### config.mk
export PLATFORM = sky130hd
export DESIGN_NAME = ccff_loader
export DESIGN_NICKNAME = d
export VERILOG_FILES = /design/src/rtl/ccff_loader_pkg.sv /design/src/rtl/ccff_word_serializer.sv /design/src/rtl/ccff_loader.sv
export SDC_FILE = /design/constraint.sdc
export NUM_CORES = 1
export LEC_CHECK = 0
export BUFFER_PORTS_ARGS = -buffer_cell sky130_fd_sc_hd__buf_2
export CAP_MARGIN = 5
export CORE_MARGIN = 5
export CORE_UTILIZATION = 55
export DETAILED_ROUTE_END_ITERATION = 10
export GPL_ROUTABILITY_DRIVEN = 0
export PLACE_DENSITY = 0.79
export SYNTH_ARGS = -nofsm -noshare
export SYNTH_HDL_FRONTEND = slang
export SYNTH_SLANG_ARGS = --single-unit
### constraint.sdc
create_clock -name prog_clk -period 6.1 [get_ports prog_clk]
set_clock_uncertainty 0.05 [all_clocks]
set_input_delay 0.61 -clock prog_clk [delete_from_list [all_inputs] [get_ports prog_clk]]
set_output_delay 0.61 -clock prog_clk [all_outputs]
set_load 0.02 [all_outputs]
### src/rtl/ccff_loader_pkg.sv
// ----------------------------------------------------------------------------
// ccff_loader_pkg
// Shared definitions for the configuration-chain loader:
//   state_e          FSM state encoding (IDLE, LOAD, FLUSH, PULSE, CHECK)
//   MODE_LOAD        start mode selecting a bitstream load
//   MODE_PULSE_TEST  start mode selecting the chain integrity test
//   cnt_width()      width of the internal counters for a given chain length
// ----------------------------------------------------------------------------
package ccff_loader_pkg;

    typedef enum logic [2:0] {
        ST_IDLE  = 3'd0,
        ST_LOAD  = 3'd1,
        ST_FLUSH = 3'd2,
        ST_PULSE = 3'd3,
        ST_CHECK = 3'd4
    } state_e;

    localparam logic MODE_LOAD       = 1'b0;
    localparam logic MODE_PULSE_TEST = 1'b1;

    // Wide enough for the longest operation (flush + pulse + check) with
    // headroom, so no counter can wrap inside a single operation.
    function automatic int cnt_width(input int chain_len);
        return $clog2(2 * chain_len + 4);
    endfunction

endpackage

### src/rtl/ccff_word_serializer.sv
// ----------------------------------------------------------------------------
// ccff_word_serializer
// Turns accepted bitstream words into per-chain serial bits, MSB first.
// One holding register decouples the stream handshake from the per-chain
// shift registers so that words follow each other without a bubble.
//   clk      in   clock
//   rst      in   synchronous active-high reset
//   en       in   1 while the loader is in LOAD; 0 empties all buffers
//   s_valid  in   word valid
//   s_ready  out  holding register empty and the word quota not reached
//   s_data   in   NUM_CHAINS x WORD_BITS word, chain c at [c*WORD_BITS +: WORD_BITS]
//   shift    out  a bit is available for every chain this cycle
//   head     out  current MSB of each chain's shift register (0 when stalled)
// ----------------------------------------------------------------------------
module ccff_word_serializer
    import ccff_loader_pkg::*;
#(
    parameter int NUM_CHAINS = 1,
    parameter int CHAIN_LEN  = 29696,
    parameter int WORD_BITS  = 32,
    parameter int CNT_W      = cnt_width(CHAIN_LEN)
) (
    input  logic                            clk,
    input  logic                            rst,
    input  logic                            en,
    input  logic                            s_valid,
    output logic                            s_ready,
    input  logic [NUM_CHAINS*WORD_BITS-1:0] s_data,
    output logic                            shift,
    output logic [NUM_CHAINS-1:0]           head
);

    localparam int              TOTAL_W   = NUM_CHAINS * WORD_BITS;
    localparam logic [CNT_W-1:0] NUM_WORDS = CNT_W'(CHAIN_LEN / WORD_BITS);
    localparam logic [CNT_W-1:0] WORD_CNT  = CNT_W'(WORD_BITS);
    localparam logic [CNT_W-1:0] ONE       = CNT_W'(1);

    logic [TOTAL_W-1:0] hold_q, hold_d;
    logic [TOTAL_W-1:0] sr_q, sr_d;
    logic               hold_full_q, hold_full_d;
    logic [CNT_W-1:0]   bits_q, bits_d;
    logic [CNT_W-1:0]   words_q, words_d;
    logic               accept;

    always_comb begin
        s_ready     = en && !hold_full_q && (words_q < NUM_WORDS);
        accept      = s_valid && s_ready;
        shift       = en && (bits_q != '0);

        hold_d      = hold_q;
        hold_full_d = hold_full_q;
        sr_d        = sr_q;
        bits_d      = bits_q;
        words_d     = words_q;
        head        = '0;

        for (int c = 0; c < NUM_CHAINS; c++) begin
            head[c] = shift && sr_q[c*WORD_BITS + WORD_BITS-1];
        end

        if (accept) begin
            hold_d      = s_data;
            hold_full_d = 1'b1;
            words_d     = words_q + ONE;
        end

        if (shift) begin
            for (int c = 0; c < NUM_CHAINS; c++) begin
                sr_d[c*WORD_BITS +: WORD_BITS] = {sr_q[c*WORD_BITS +: WORD_BITS-1], 1'b0};
            end
            bits_d = bits_q - ONE;
        end

        // Refill when the shift register is empty or emits its last bit
        // this cycle; the refilled word shifts from the next cycle on.
        if (hold_full_q && (bits_q <= ONE)) begin
            sr_d        = hold_q;
            bits_d      = WORD_CNT;
            hold_full_d = 1'b0;
        end

        // Leaving LOAD (done, abort, idle) discards whatever is buffered.
        if (!en) begin
            hold_full_d = 1'b0;
            bits_d      = '0;
            words_d     = '0;
        end
    end

    always_ff @(posedge clk) begin
        if (rst) begin
            hold_full_q <= 1'b0;
            bits_q      <= '0;
            words_q     <= '0;
        end else begin
            hold_full_q <= hold_full_d;
            bits_q      <= bits_d;
            words_q     <= words_d;
        end
    end

    // Data storage needs no reset: it is only observed through bits_q.
    always_ff @(posedge clk) begin
        hold_q <= hold_d;
        sr_q   <= sr_d;
    end

endmodule

### src/rtl/ccff_loader.sv
// ----------------------------------------------------------------------------
// ccff_loader
// Loads a bitstream into NUM_CHAINS parallel configuration flop chains, or
// runs an integrity test that flushes the chains, injects a single 1 and
// checks that it arrives at each tail after exactly CHAIN_LEN shifts.
//   prog_clk    in   clock (rising edge)
//   prog_reset  in   synchronous active-high reset
//   start       in   request, sampled only in IDLE
//   mode        in   sampled with start: 0 load, 1 pulse test
//   abort       in   return to IDLE from any busy state
//   s_valid     in   / s_ready out / s_data in : bitstream word stream
//   ccff_head   out  serial data into each chain head
//   ccff_tail   in   serial data from each chain tail
//   shift_en    out  chains advance one bit per cycle while 1
//   busy        out  not IDLE
//   done        out  operation finished (pulse after load, held after test)
//   error       out  OR of err_chain at the end of the test
//   err_chain   out  sticky per-chain test failure mask
// ----------------------------------------------------------------------------
module ccff_loader
    import ccff_loader_pkg::*;
#(
    parameter int NUM_CHAINS = 1,
    parameter int CHAIN_LEN  = 29696,
    parameter int WORD_BITS  = 32
) (
    input  logic                            prog_clk,
    input  logic                            prog_reset,
    input  logic                            start,
    input  logic                            mode,
    input  logic                            abort,
    input  logic                            s_valid,
    output logic                            s_ready,
    input  logic [NUM_CHAINS*WORD_BITS-1:0] s_data,
    output logic [NUM_CHAINS-1:0]           ccff_head,
    input  logic [NUM_CHAINS-1:0]           ccff_tail,
    output logic                            shift_en,
    output logic                            busy,
    output logic                            done,
    output logic                            error,
    output logic [NUM_CHAINS-1:0]           err_chain
);

    localparam int               CNT_W      = cnt_width(CHAIN_LEN);
    localparam logic [CNT_W-1:0] LAST_SHIFT = CNT_W'(CHAIN_LEN - 1);
    localparam logic [CNT_W-1:0] LAST_CHECK = CNT_W'(CHAIN_LEN + 2);
    localparam logic [CNT_W-1:0] ONE        = CNT_W'(1);

    state_e                state_q, state_d;
    logic [CNT_W-1:0]      cnt_q, cnt_d;
    logic                  done_q, done_d;
    logic                  done_keep_q, done_keep_d;
    logic                  error_q, error_d;
    logic [NUM_CHAINS-1:0] err_chain_q, err_chain_d;

    logic                  ser_en;
    logic                  ser_ready;
    logic                  ser_shift;
    logic [NUM_CHAINS-1:0] ser_head;
    logic                  shift_int;
    logic [NUM_CHAINS-1:0] head_int;
    logic                  tail_exp;

    assign ser_en = (state_q == ST_LOAD) && !prog_reset;

    ccff_word_serializer #(
        .NUM_CHAINS (NUM_CHAINS),
        .CHAIN_LEN  (CHAIN_LEN),
        .WORD_BITS  (WORD_BITS),
        .CNT_W      (CNT_W)
    ) u_ser (
        .clk     (prog_clk),
        .rst     (prog_reset),
        .en      (ser_en),
        .s_valid (s_valid),
        .s_ready (ser_ready),
        .s_data  (s_data),
        .shift   (ser_shift),
        .head    (ser_head)
    );

    always_comb begin
        state_d     = state_q;
        cnt_d       = cnt_q;
        err_chain_d = err_chain_q;
        error_d     = error_q;
        // A load-done lasts one cycle; a test-done is held until next start.
        done_d      = done_q && done_keep_q;
        done_keep_d = done_keep_q;
        shift_int   = 1'b0;
        head_int    = '0;
        // cnt_q counts completed CHECK cycles, so cycle k has cnt_q = k-1.
        tail_exp    = (cnt_q == LAST_SHIFT);

        unique case (state_q)
            ST_IDLE: begin
                if (start && !abort) begin
                    state_d     = (mode == MODE_PULSE_TEST) ? ST_FLUSH : ST_LOAD;
                    cnt_d       = '0;
                    err_chain_d = '0;
                    error_d     = 1'b0;
                    done_d      = 1'b0;
                    done_keep_d = 1'b0;
                end
            end
            ST_LOAD: begin
                shift_int = ser_shift;
                head_int  = ser_head;
                if (ser_shift) begin
                    cnt_d = cnt_q + ONE;
                    if (cnt_q == LAST_SHIFT) begin
                        state_d = ST_IDLE;
                        cnt_d   = '0;
                        done_d  = 1'b1;
                    end
                end
            end
            ST_FLUSH: begin
                shift_int = 1'b1;
                cnt_d     = cnt_q + ONE;
                if (cnt_q == LAST_SHIFT) begin
                    state_d = ST_PULSE;
                    cnt_d   = '0;
                end
            end
            ST_PULSE: begin
                shift_int = 1'b1;
                head_int  = '1;
                state_d   = ST_CHECK;
                cnt_d     = '0;
            end
            ST_CHECK: begin
                shift_int = 1'b1;
                // Case inequality so an X/Z tail also counts as a failure.
                for (int c = 0; c < NUM_CHAINS; c++) begin
                    if (ccff_tail[c] !== tail_exp) begin
                        err_chain_d[c] = 1'b1;
                    end
                end
                cnt_d = cnt_q + ONE;
                if (cnt_q == LAST_CHECK) begin
                    state_d     = ST_IDLE;
                    cnt_d       = '0;
                    done_d      = 1'b1;
                    done_keep_d = 1'b1;
                    error_d     = |err_chain_d;
                end
            end
            default: begin
                state_d = ST_IDLE;
                cnt_d   = '0;
            end
        endcase

        // Abort leaves the previous test verdict untouched and never
        // reports completion.
        if (abort && (state_q != ST_IDLE)) begin
            state_d     = ST_IDLE;
            cnt_d       = '0;
            done_d      = 1'b0;
            done_keep_d = 1'b0;
            err_chain_d = err_chain_q;
            error_d     = error_q;
        end
    end

    always_ff @(posedge prog_clk) begin
        if (prog_reset) begin
            state_q     <= ST_IDLE;
            cnt_q       <= '0;
            done_q      <= 1'b0;
            done_keep_q <= 1'b0;
            error_q     <= 1'b0;
            err_chain_q <= '0;
        end else begin
            state_q     <= state_d;
            cnt_q       <= cnt_d;
            done_q      <= done_d;
            done_keep_q <= done_keep_d;
            error_q     <= error_d;
            err_chain_q <= err_chain_d;
        end
    end

    // Outputs are forced low while reset is asserted, not only after it.
    assign s_ready   = ser_ready && !prog_reset;
    assign shift_en  = shift_int && !prog_reset;
    assign ccff_head = head_int & {NUM_CHAINS{!prog_reset}};
    assign busy      = (state_q != ST_IDLE) && !prog_reset;
    assign done      = done_q && !prog_reset;
    assign error     = error_q && !prog_reset;
    assign err_chain = err_chain_q & {NUM_CHAINS{!prog_reset}};

endmodule
After elaboration in Yosys (flattened, before gate mapping) --
Index checks and enable logic that the tools add are counted.
Storage, ports and cells: bits in latches 0, bits in read-only memories 0, register bits 120, word-level logic and storage cells 95, input port bits 39, bits in writable memories 0, memories kept 0
Cells by class: shift-type cells 0, muxes and demuxes 30, bitwise logic cells 4, $mul 0, reductions and logical operators 32, order comparisons 2, add/subtract/negate cells 3, divide/modulo/power cells 0, eq/ne operators 12
Operators by type and width (count):
- 2-to-1 mux 16 bit | 4
- 2-to-1 mux 32 bit | 2
- case mux 16 bit (4 select lines) | 1
- adder 16 x 1 -> 16 bit (second input constant) | 2
- == test 16 x 15 -> 1 bit (second input constant) | 2
- less-or-equal comparator 16 x 1 -> 1 bit (second input constant) | 1
- < comparator 16 x 10 -> 1 bit (second input constant) | 1
- nonzero test 16 bit | 1
- subtractor 16 x 1 -> 16 bit (second input constant) | 1
- logical AND 1 bit | 15
- 2-to-1 mux 3 bit | 5
- case mux 3 bit (5 select lines) | 1
- 2-to-1 mux 6 bit | 2
- inequality test 2 bit (second input constant) | 5
- case mux 1 bit (2 select lines) | 5
- 2-to-1 mux 1 bit | 8
- == test 3 x 2 -> 1 bit (second input constant) | 2
- AND reduction 3 bit | 2
- OR reduction 3 bit | 2
- AND reduction 5 bit | 1
- AND reduction 4 bit | 1
- nonzero test 2 bit | 2
- OR reduction 2 bit | 2
- == test 3 x 1 -> 1 bit (second input constant) | 1
- other kinds (10) | 14

Longest topological paths before layout --
Gate-level depths: netlist of run 1.
word-level depth 6, gate-level depth with buffers 10, depth with buffers taken out 8

Cells and area by module --
A second synthesis of run 1 with hierarchy kept.
Unflattened totals: cells, all modules 468, area total of the unflattened synthesis 5512.8 um^2
By module, submodules not included:
- ccff_word_serializer | area each 4075.2 um^2, instances 1, sequential area each 2582.5 um^2, cells an instance 288
- ccff_loader | area each 1437.6 um^2, instances 1, sequential area each 460.4 um^2, cells an instance 180

Worst setup path before layout of run 1 --
No wires, ideal clock.
kind input port to flip-flop, start input port prog_reset, end register u_ser.words_q[6], setup time 0.128 ns, data required time 5.922 ns, setup slack 3.004 ns, arrival time 2.918 ns, stages 7, cells stage by stage nor4b_1 -> and4_1 -> and2_1 -> clkbuf_1 -> nand4_1 -> xor2_1 -> nor2_1
On the way: longest elaborated chain between the ends 5, elaborated cells on any way between the ends 7
RTL lines:
- start: declaration | RTL line ccff_loader.sv:28 | input logic prog_reset,
- logical NOT 1 bit | RTL line ccff_loader.sv:64 | assign ser_en = (state_q == ST_LOAD) && !prog_reset;
- logical AND 1 bit | RTL line ccff_loader.sv:64
- logical AND 1 bit (2 in series) | RTL line ccff_word_serializer.sv:46 | s_ready = en && !hold_full_q && (words_q < NUM_WORDS);
- logical AND 1 bit | RTL line ccff_word_serializer.sv:47 | accept = s_valid && s_ready;
- via u_ser.accept | RTL line ccff_word_serializer.sv:43 | logic accept;
- end signal: assignment | RTL line ccff_word_serializer.sv:98 | words_q <= words_d;
- end: declaration | RTL line ccff_word_serializer.sv:42 | logic [CNT_W-1:0] words_q, words_d;
The timed path passes the listed nets, and every way through them passes these cells. A chain may end at the register's enable or synchronous reset.

Final worst setup path of run 1 --
start register u_ser.bits_q[0], end output port shift_en
On the way: longest elaborated chain between the ends 4
RTL lines:
- start: declaration | RTL line ccff_word_serializer.sv:41 | logic [CNT_W-1:0] bits_q, bits_d;
- start signal: assignment | RTL line ccff_word_serializer.sv:97 | bits_q <= bits_d;
- nonzero test 16 bit | RTL line ccff_word_serializer.sv:48 | shift = en && (bits_q != '0);
- logical AND 1 bit | RTL line ccff_word_serializer.sv:48
- case mux 1 bit (2 select lines) | RTL line ccff_loader.sv:95 | unique case (state_q)
- logical AND 1 bit | RTL line ccff_loader.sv:187 | assign shift_en = shift_int && !prog_reset;
- end: declaration | RTL line ccff_loader.sv:37 | output logic shift_en,
No other way between the ends.

==> impl_results.md, run 1 <==
* HPWL Detailed at roughly 6200 microns
* Share of cells above drive strength 1 at 19.0%
* Critical Path RT at 5440 ps
* Worst EP arrival at 2830 ps
* H-tree depth at 4
* Core ar. at 9150 sq um
* Reg2reg path depth at 8
* Power Dens Cells at 311 nW/um^2
* Pin count of the biggest net entering global routing at 34
* Number of DRC markers in iteration 0 at 226
* PortBufs at 45
* Post-synth EDFFs at 64
* Max Clock Freq at 287 MHz
* Fillers at 674
* Worst skew pair latency at approximately 500 ps
* Total routed wirelength at 9330 microns
* DR WL/cell at 14.2 microns
* RSZ-0062 raised after global routing: false
* Setup TNS at 0 ps
* Status: finished clean
* Multi-input logic area at 1940 sq um
* Final hold vios at 0
* Syn_nets at 525
* Cell area after synthesis at 5100 sq um
* Root Driver: clkbuf_8
* CTS tree: built
* TritonCTS buffer count at 17
* Dominant cell by count in the synthesized netlist: nand2_1
* Final Total Pwr at 1.86 mW
* Final Cycle Share at a little under three fifths
* # hold bufs at CTS at 0
* Global route overflow at 0
* Yosys top cell area share at 37.7%
* CTS resizes at 0
* Clock sinks at 120
* Post-synthesis async set-or-reset flop share at 0%
* Min Tclk post-route at 3490 ps
* Hold crit path type: primary input to flip-flop
* Area Overhead vs Synth at 17.3%
* Worst-path maximum fanout at 11
* Post-DR vias/cell at 5.37
* Post-synth top area cell: edfxtp_1
* Top cells by area, synth: edfxtp_1 38%, dfxtp_1 22%, nand2_1 8.4%, nor2_1 4.0%, xnor2_1 2.4%
* Antenna cell count at 0
* Maxcap violations at 0
* Average cell area after synthesis at roughly 11 sq um
* Global Route Usage Sum at between 15 and 20%
* Drt drc at 0
* FP Rows at 35
* Die width at 106 microns
* Initial Util at between 50% and 60%
* Yosys reg bits at 120
* Synth warnings at 0
* Startpoint Class: flip-flop
* Layout Nets at 577
* Detail Route Antenna Nets at 0
* Max Slew Vio Count at 0
* Lkg Pwr at 2.28 nW
* Final setup fails at 0
* Worst slew pin tran at 749 ps
* Synth top cells by count: 114 x nand2_1, 64 x edfxtp_1, 56 x dfxtp_1
* Die Y at 106 microns
* First-pass GRT wire length at between 15,000 and 20,000 microns
* Post-synthesis sequential area ratio at around three fifths
* Max_slew headroom at between 50 and 60%
* Syn Inst Count at 481
* TritonRoute pass-1 iters at 4
* Max IR drop VDD at between 0.2 and 0.3 mV
* Clock slew at reported path FFs at 60 ps
* Setup Crit Path Kind: flip-flop to output port
* Worst Setup End Kind: output port
* Yosys cell types at 57
* Top Ports at between 40 and 50
* Sequential Area at approximately 3000 sq um
* Hold Path Depth at 1
* Clock Tree Buf Depth at 2
* Vias in the first global route at 3,567
* Post-CTS Setup Bufs at 0
* Initial antenna violation count at 0
* Reg-to-reg setup timing slack at 3220 ps
* Ys flop type: edfxtp_1
* Die Area at ~11,000 sq um
* Vias at 3,530
-- path summary, 6_finish.rpt --
| path | start | end |
|---|---|---|
| worst min-delay path | s_data[17] | u_ser.hold_q[17] |
| worst max register to register | u_ser.bits_q[0] | state_q[0] |
| worst max-delay path | u_ser.bits_q[0] | shift_en |
| worst min register to register | u_ser.words_q[14] | u_ser.words_q[14] |
-- layer usage --
metal / vias to the layer above / track usage [%] / wire length (microns)
li1: 1769 / - / -
met1: 1670 / 21.8 / 4060
met2: 81 / 29.1 / 4750
met3: 10 / 4.86 / 403
met4: 0 / 6.38 / 117
met5: - / 0 / 0
-- metrics by stage --
stage	util [%]	instance area, sq um	worst slack, ps	cells	hold WS [ps]
after global routing	65.3	5980	2490	657	198
final	65.3	5980	2610	657	226
after floorplan	-	5100	3000	481	381
after CTS	65.3	5980	2620	657	201
after detailed placement	59.2	5420	3180	625	402
after global placement	59.2	5420	3210	625	394
-- cells in the final DEF, fill, tap and decap left out, types with 5 or more instances in the layout --
master     instances
a21oi_1            8
a22o_1             6
and2_1            11
and3_1             9
buf_2             45
buf_4              5
clkbuf_16         16
dfxtp_1           56
edfxtp_1          64
ha_1               5
inv_1              9
inv_6              5
nand2_1          114
nand3_1            8
nand4_1            5
nor2_1            54
nor2b_1            6
nor3_1            10
o21ai_0            9
xnor2_1           14
xor2_1            14
-- power breakdown --
part           internal, mW  switching (mW)
registers             0.856         0.00657
logic                0.0296          0.0498
clock network         0.547           0.370
-- final cells by class --
cell class	instances	share of cell area [%]
clock inverters	15	2.39
multi-input cells	335	32.5
flip-flops and latches	120	50.9
clock buffers	17	6.93
inverters	9	0.565
well taps	111	2.32
repair buffers	50	4.40
-- cells by family after synthesis --
family	after synthesis	share of synthesized area [%]
AO/OA/AOI/OAI	41	5.94
AND/OR/NAND/NOR	255	24.2
adder cells (fa/ha/maj)	5	1.23
buffers and inverters	26	2.48
XOR/XNOR	32	6.09
flip-flops	120	59.7
multiplexers	2	0.393
-- state kept, by name (all words and copies together), names as in the netlist --
name / cells
done_q: 1
err_chain_q: 1
state_q: 3
error_q: 1
u_ser.hold_full_q: 1
u_ser.hold_q: 32
u_ser.bits_q: 16
u_ser.words_q: 16
cnt_q: 16
u_ser.sr_q: 32
done_keep_q: 1
-- worst max-delay path, cell delays in order (launching register included) --
cell and delay [ps]:
dfxtp_1 360, inv_1 70, ha_1 210, or3b_2 520, or4_4 590, a21oi_1 230, o21a_1 140, nor2_1 40
buf_2 160
No activity file was read; power rests on OpenSTA's default activity.
==> run 2, diff against run 1 <==
--- a/config.mk
+++ b/config.mk
@@ -8,7 +8,7 @@
 export BUFFER_PORTS_ARGS = -buffer_cell sky130_fd_sc_hd__buf_2
 export CAP_MARGIN = 5
 export CORE_MARGIN = 5
-export CORE_UTILIZATION = 55
+export CORE_UTILIZATION = 53
 export DETAILED_ROUTE_END_ITERATION = 10
 export GPL_ROUTABILITY_DRIVEN = 0
 export PLACE_DENSITY = 0.79
==> constraint.sdc (replaced) <==
create_clock -name prog_clk -period 2.9 [get_ports prog_clk]
set_clock_uncertainty 0.05 [all_clocks]
set_input_delay 0.29 -clock prog_clk [delete_from_list [all_inputs] [get_ports prog_clk]]
set_output_delay 0.29 -clock prog_clk [all_outputs]
set_load 0.02 [all_outputs]
==> run 2 against run 1 <==
Against the previous run:
- clock power up 120%
- worst hold slack worse by 140 ps
- count of clock-buffer cells in the layout up 3
- sequential share of layout area down 3.5 points
- total power up 120%
- cell count up 8.4%
==> impl_results.md, run 2 (synthesis results as in run 1) <==
* CTS tree: built
* Antenna cell count at 0 (unchanged)
* Post-DR vias/cell at 5.30 (-1.3%)
* Worst EP arrival at 2470 ps (-360 ps)
* Die Area at 11,700 sq um (+3.4%)
* TritonCTS buffer count at 17 (unchanged)
* Startpoint Class: flip-flop
* Total routed wirelength at 10,800 microns (+16%)
* Hold crit path type: primary input to flip-flop
* WHS at 90.6 ps (-135 ps)
* Core ar. at 9330 sq um (+1.9%)
* Slowest library cell on the worst path: or4_1
* Initial antenna violation count at 0 (unchanged)
* Clock sinks at 120 (unchanged)
* Die Y at 108 microns (+1.7%)
* Top Ports at 46 (unchanged)
* Delay of the slowest cell on the worst path at 650 ps (+60 ps)
* Final Cycle Share at a little under 100%
* Clock slew at reported path FFs at 50 ps (about the same)
* Fillers at 663 (-1.6%)
* Area Overhead vs Synth at 26.0%
* Vias in the first global route at 3,724 (+4.4%)
* Max Slew Vio Count at 0 (unchanged)
* Lkg Pwr at 2.45 nW (+7.5%)
* Layout Nets at 614 (+6.4%)
* TritonRoute pass-1 iters at 5 (+1)
* First-pass GRT wire length at 17,600 microns (+11%)
* Final setup fails at 0 (unchanged)
* Most frequent cells in the layout: 113 x nand2_1, 64 x edfxtp_1, 54 x nor2_1, 54 x dfxtp_1, 45 x buf_2
* Sequential Area at 3050 sq um (about the same)
* Worst slew pin tran at 689 ps (-60.3 ps)
* Detail Route Antenna Nets at 0 (unchanged)
* Pin count of the biggest net entering global routing at 33 (-2.9%)
* Pre-CTS worst setup slack at 205 ps (-2980 ps)
* Delay-heaviest family, CP: simple AND/OR/NAND/NOR gates
* Drt drc at 0 (unchanged)
* Setup Crit Path Kind: flip-flop to output port
* Worst skew pair latency at 530 ps (+30 ps)
* Commonest non-fill, non-tap cell in the layout: nand2_1
* Vias at 3,777 (+7.0%)
* Final worst slack at 87.3 ps (-2530 ps)
* Power Dens Cells at 636 nW/um^2 (+100%)
* HPWL Detailed at 6200 microns (+0.65%)
* Global route overflow at 0 (unchanged)
* Critical Path RT at 2560 ps (-2880 ps)
* Multi-input logic area at 1970 sq um (+1.5%)
* H-tree depth at 4 (unchanged)
* Max Clock Freq at roughly 360 MHz
* Global Route Usage Sum at 19.7% (+2.2 points)
* Root Driver: clkbuf_8
* PortBufs at 45 (unchanged)
* Worst-path maximum fanout at 5 (-6)
* Worst-path cell chain: or4_1, or4_4, a21oi_4, o21a_1, nor2_1, buf_2
* Clock Tree Buf Depth at 2 (unchanged)
* DR WL/cell at 15.2 microns (+6.7%)
* Share of cells above drive strength 1 at 19.4% (+0.33 points)
* Status: finished clean
* Max IR drop VDD at 0.417 mV (+49%)
* FP Rows at 35 (unchanged)
* WP buf/inv at 1 (-1)
* Die width at 108 microns (+1.7%)
* Final hold vios at 0 (unchanged)
* Number of DRC markers in iteration 0 at 267 (+18%)
* Min Tclk post-route at between 2000 and 3000 ps
* Initial Util at 54.6% (-1.0 points)
* RSZ-0062 raised after global routing: true
* Maxcap violations at 0 (unchanged)
* Worst Setup End Kind: output port
* Top flop regs: u_ser.hold_q x32, u_ser.sr_q x32
* Max_slew headroom at 54.1% (+4.0 points)
-- run 2: changes by cell type in the layout (fill, tap and decap cells not counted), sizes merged --
cell / change
dlygate4sd3: +32
buf: +5
inv: -5
clkbuf: +3
bufinv: +2
-- run 2: worst paths after layout --
| check | from | endpoint | slack [ps] | cells past startpoint |
|---|---|---|---|---|
| worst max-delay path | u_ser.bits_q[4] | shift_en | 90 | 6 |
| worst min-delay path | abort | err_chain_q | 90 | 4 |
| worst max register to register | u_ser.bits_q[4] | cnt_q[6] | 250 | 8 |
| worst min register to register | u_ser.words_q[13] | u_ser.words_q[13] | 410 | 1 |
-- run 2: repair_timing --
| item | in CTS | in global routing |
|---|---|---|
| pin swaps | 1 | 3 |
| hold buffers | 32 | 0 |
| hold endpoints to repair | 32 | 0 |
| setup buffers | 1 | 1 |
| gates resized for setup | 8 | 1 |
| setup endpoints to repair | 2 | 2 |
-- run 2: report_power, final --
part / internal (mW) / total (mW) / leakage (nW) / switching [mW]
registers: 1.80 / 1.82 / 1.03 / 0.0156
clock network: 1.30 / 2.06 / 0.271 / 0.755
logic: 0.0966 / 0.213 / 1.15 / 0.117
-- run 2: stage by stage --
step                      instance area (sq um)  setup TNS, ps  instances  utilization [%]  total power [mW]
after floorplan                            5100              0        481                -              1.97
after global placement                     5480              0        646             58.8              2.02
after detailed placement                   5480              0        646             58.8              2.02
after CTS                                  6410              0        711             68.7              4.10
after global routing                       6420          -16.1        712             68.9              4.22
final                                      6420              0        712             68.9              4.09
-- run 2: area by class of cell --
class	count	area share [%]
multi-input cells	335	30.7
clock inverters	12	2.36
clock buffers	20	6.62
flip-flops and latches	120	47.4
inverters	9	0.526
well taps	129	2.51
repair buffers	87	9.86
-- run 2: routing by layer --
metal / track usage, % / share of wire (%) / vias up
met2: 32.5 / 50 / 117
met4: 7.94 / 1.9 / 0
met5: 0 / 0 / -
li1: - / - / 1855
met3: 6.21 / 5.1 / 16
met1: 24.0 / 43 / 1789
-- run 2: worst register-to-register path, stage by stage, from the launching register on --
cell and delay, ps:
dfxtp_1 350, or4_1 650, or4_4 500, buf_4 200, a31oi_4 200, buf_4 250
nand2_2 110, o21ai_0 130, a22o_1 160
==> run 3, diff against run 2 <==
--- a/config.mk
+++ b/config.mk
@@ -5,13 +5,14 @@
 export SDC_FILE = /design/constraint.sdc
 export NUM_CORES = 1
 export LEC_CHECK = 0
+export ABC_AREA = 1
 export BUFFER_PORTS_ARGS = -buffer_cell sky130_fd_sc_hd__buf_2
 export CAP_MARGIN = 5
 export CORE_MARGIN = 5
-export CORE_UTILIZATION = 53
+export CORE_UTILIZATION = 54
 export DETAILED_ROUTE_END_ITERATION = 10
 export GPL_ROUTABILITY_DRIVEN = 0
-export PLACE_DENSITY = 0.79
+export PLACE_DENSITY = 0.8
 export SYNTH_ARGS = -nofsm -noshare
 export SYNTH_HDL_FRONTEND = slang
 export SYNTH_SLANG_ARGS = --single-unit
==> run 3 against run 2 <==
Against the previous run:
- non-clock buffer count decreased by 5
- register-to-register slack better by 220 ps
- global-route usage rose by 0.16 points
- routed wire length is 7.5% higher
- sequential share of layout area shrank 2.9 points
- fmax grew 6.0%
- clock power fell by 5%
- total power is 9.1% higher
- die area up 6.7%
- utilization down 1.8 points
- critical path type unchanged
- critical endpoint is now ccff_head
- highest routed layer unchanged
==> impl_results.md, run 3 <==
* Inst Count DP at 746 (+15%)
* WP buf/inv at 3 (+2)
* Yosys cell types at 41 (-28%)
* Largest family of logic cells by synthesized area: simple AND/OR/NAND/NOR gates
* Final Cycle Share at 91.5% (-5.5 points)
* Top flop regs: u_ser.hold_q x32, u_ser.sr_q x32
* Core ar. at 10,200 sq um (+9.2%)
* Syn_nets at 613 (+17%)
* Worst-path cell chain: inv_1, ha_1, nand2_2, nor2_2, nand2_1, nand2_4, inv_2, nand2_1, a21oi_1, buf_2
* Worst slew pin tran at 556 ps (-133 ps)
* Max Slew Vio Count at 0 (unchanged)
* Ys flop type: edfxtp_1
* Worst-path maximum fanout at 15 (+10)
* Vias at 4,176 (+11%)
* Post-DR vias/cell at 5.16 (-2.8%)
* Top Ports at 46 (unchanged)
* Reg2reg start: state_q[2]
* Max IR drop VDD at 0.472 mV (+13%)
* Final hold vios at 0 (unchanged)
* Clock slew at reported path FFs at 50 ps (about the same)
* Slowest library cell on the worst path: dfxtp_1
* Clock sinks at 120 (unchanged)
* Delay of the slowest cell on the worst path at 390 ps (-260 ps)
* Final setup fails at 0 (unchanged)
* Synth top cells by count: 116 x nand2_1, 67 x inv_1, 65 x nor2_1
* Synth Area in XOR/XNOR at 1.73% (-4.4 points)
* Average cell area after synthesis at 9.81 sq um (-7.5%)
* Power Dens Cells at 653 nW/um^2 (+2.6%)
* Cell area after synthesis at 5580 sq um (+9.5%)
* Syn Inst Count at 569 (+18%)
* Synth warnings at 0 (unchanged)
* Initial Util at 54.8% (+0.14 points)
* Area Overhead vs Synth at 22.4%
* HPWL Detailed at 7440 microns (+20%)
* Startpoint Class: flip-flop
* Yosys reg bits at 120 (unchanged)
* Post-synthesis async set-or-reset flop share at 0% (unchanged)
* Post-CTS Setup Bufs at 0 (-1)
* Hold crit path type: primary input to flip-flop
* Number of DRC markers in iteration 0 at 301 (+13%)
* Adder-Cell Fraction of Synth Area at 1.12% (-0.11 points)
* H-tree depth at 4 (unchanged)
* Yosys top cell area share at 34.4% (-3.3 points)
* Lkg Pwr at 2.83 nW (+16%)
* Commonest non-fill, non-tap cell in the layout: nand2_1
* Worst EP arrival at 2310 ps (-160 ps)
* First-pass GRT wire length at 19,700 microns (+12%)
* Max_slew headroom at 62.9% (+8.8 points)
* Setup Crit Path Kind: flip-flop to output port
* PortBufs at 45 (unchanged)
* Root Driver: clkbuf_8
* Status: finished clean
* Detail Route Antenna Nets at 0 (unchanged)
* Most frequent cells in the layout: 116 x nand2_1, 67 x inv_1, 65 x nor2_1, 64 x edfxtp_1, 56 x dfxtp_1
* Worst skew pair latency at 530 ps (about the same)
* Total routed wirelength at 11,600 microns (+7.5%)
* Mux share of post-synthesis cell area at 8.07% (+7.7 points)
* Critical Path RT at 2560 ps (about the same)
* Initial antenna violation count at 0 (unchanged)
* Top cells by area, synth: edfxtp_1 34%, dfxtp_1 20%, nand2_1 7.8%, mux2_4 7.3%, inv_1 4.5%
* Die Area at 12,500 sq um (+6.7%)
* Worst Setup End Kind: output port
* Final cell count without fillers at 810 (+14%)
* Dominant cell by count in the synthesized netlist: nand2_1
* Antenna cell count at 0 (unchanged)
* Die width at 112 microns (+3.3%)
* CTS tree: built
* Min Tclk post-route at 2650 ps (-158 ps)
* TritonRoute pass-1 iters at 5 (unchanged)
* Layout Nets at 705 (+15%)
* Area share of and/or/nand/nor cells after synthesis at 22.2% (-2.0 points)
* Most frequent CP cell: nand2_1
* Synth Area in Compound Gates at 6.19% (+0.25 points)
* Fillers at 771 (+16%)
* Drt drc at 0 (unchanged)
* Maxcap violations at 0 (unchanged)
* Vias in the first global route at 4,216 (+13%)
* TritonCTS buffer count at 17 (unchanged)
* Global route overflow at 0 (unchanged)
* Share of cells above drive strength 1 at 21.4% (+2.0 points)
* Clock Tree Buf Depth at 2 (unchanged)
* Post-synth top area cell: edfxtp_1
* FP Rows at 37 (+5.7%)
* Post-synth EDFFs at 64 (unchanged)
* Critical Path Start: u_ser.bits_q[0]
* Global Route Usage Sum at 19.8% (+0.16 points)
* Post-synthesis sequential area ratio at 54.5% (-5.2 points)
* Pin count of the biggest net entering global routing at 35 (+6.1%)
* Delay-heaviest family, CP: simple AND/OR/NAND/NOR gates
* RSZ-0062 raised after global routing: false
* DR WL/cell at 14.3 microns (-5.5%)
* Setup TNS at 0 ps (unchanged)
* Hold Path Origin: ccff_tail
* Die Y at 112 microns (+3.3%)
* Max Clock Freq at 377 MHz (+6.0%)
## run 3: cell count changes after synthesis, sizes merged, moves of 8 or more
cell | before | now
inv | 9 | 73
mux2 | 0 | 31
a21oi | 8 | 34
nor2 | 55 | 76
nand3 | 9 | 29
xnor2 | 18 | 3
and2 | 12 | 0
nand2 | 116 | 125
nand4 | 5 | 14
o21ai | 10 | 19
and3 | 9 | 1
## run 3: where the power goes
group	switching [mW]	internal, mW
Sequential	0.0411	1.85
Clock	0.742	1.21
Combinational	0.399	0.210
Total	1.18	3.28
## run 3: path summary, 6_finish.rpt
| check | slack (ps) | cells past startpoint | endpoint |
|---|---|---|---|
| worst max-delay path | 250 | 10 | ccff_head |
| worst min-delay path | 70 | 4 | error_q |
| worst max register to register | 470 | 8 | u_ser.hold_q[8] |
| worst min register to register | 390 | 2 | u_ser.words_q[15] |
## run 3: repair_timing
action                    in CTS  in global routing
hold buffers                  32                  0
gates resized for setup        0                  0
hold endpoints to repair      32                  0
## run 3: metal layers
metal / part of all wire, % / GRT usage [%] / wire, microns / vias to the layer above
met5: 0 / 0 / 0 / -
met3: 4.0 / 6.58 / 469 / 19
met1: 42 / 23.0 / 4880 / 1986
met2: 52 / 34.3 / 6040 / 91
met4: 1.8 / 7.30 / 204 / 0
li1: - / - / - / 2080
## run 3: cell families after synthesis
| logic type | Yosys count |
|---|---|
| AOI/OAI and AO/OA | 58 |
| buffers and inverters | 82 |
| DFF | 120 |
| and+or+nand+nor | 262 |
| xor gates and xnor gates | 11 |
| adders and majority gates | 5 |
| muxes | 31 |
## run 3: layout make-up
class	count	area (sq um)	share of cell area, %
clock buffer	19	422	6.17
clock inverter	13	131	1.92
inverter	73	277	4.05
multi-input combinational	367	2190	32.1
sequential	120	3040	44.5
tap	136	170	2.49
timing repair buffer	82	596	8.72
## run 3: worst register-to-register path: stages (launching register included)
cell and delay (ps):
dfxtp_1 310, inv_1 150, nand3_4 130, nor2_8 190, inv_2 150, nor2_2 160, nand3_2 260, inv_2 450
buf_4 280
## run 3: stage by stage
stage	total power [mW]	hold slack [ps]	util [%]	worst slack, ps	cell area, sq um
CTS	4.48	41.6	67.1	204	6830
global placement	2.48	372	58.5	625	5960
global route	4.68	102	67.1	50.8	6830
detailed placement	2.50	379	58.5	504	5960
floorplan	2.36	339	-	543	5580
finish	4.46	70.4	67.1	246	6830
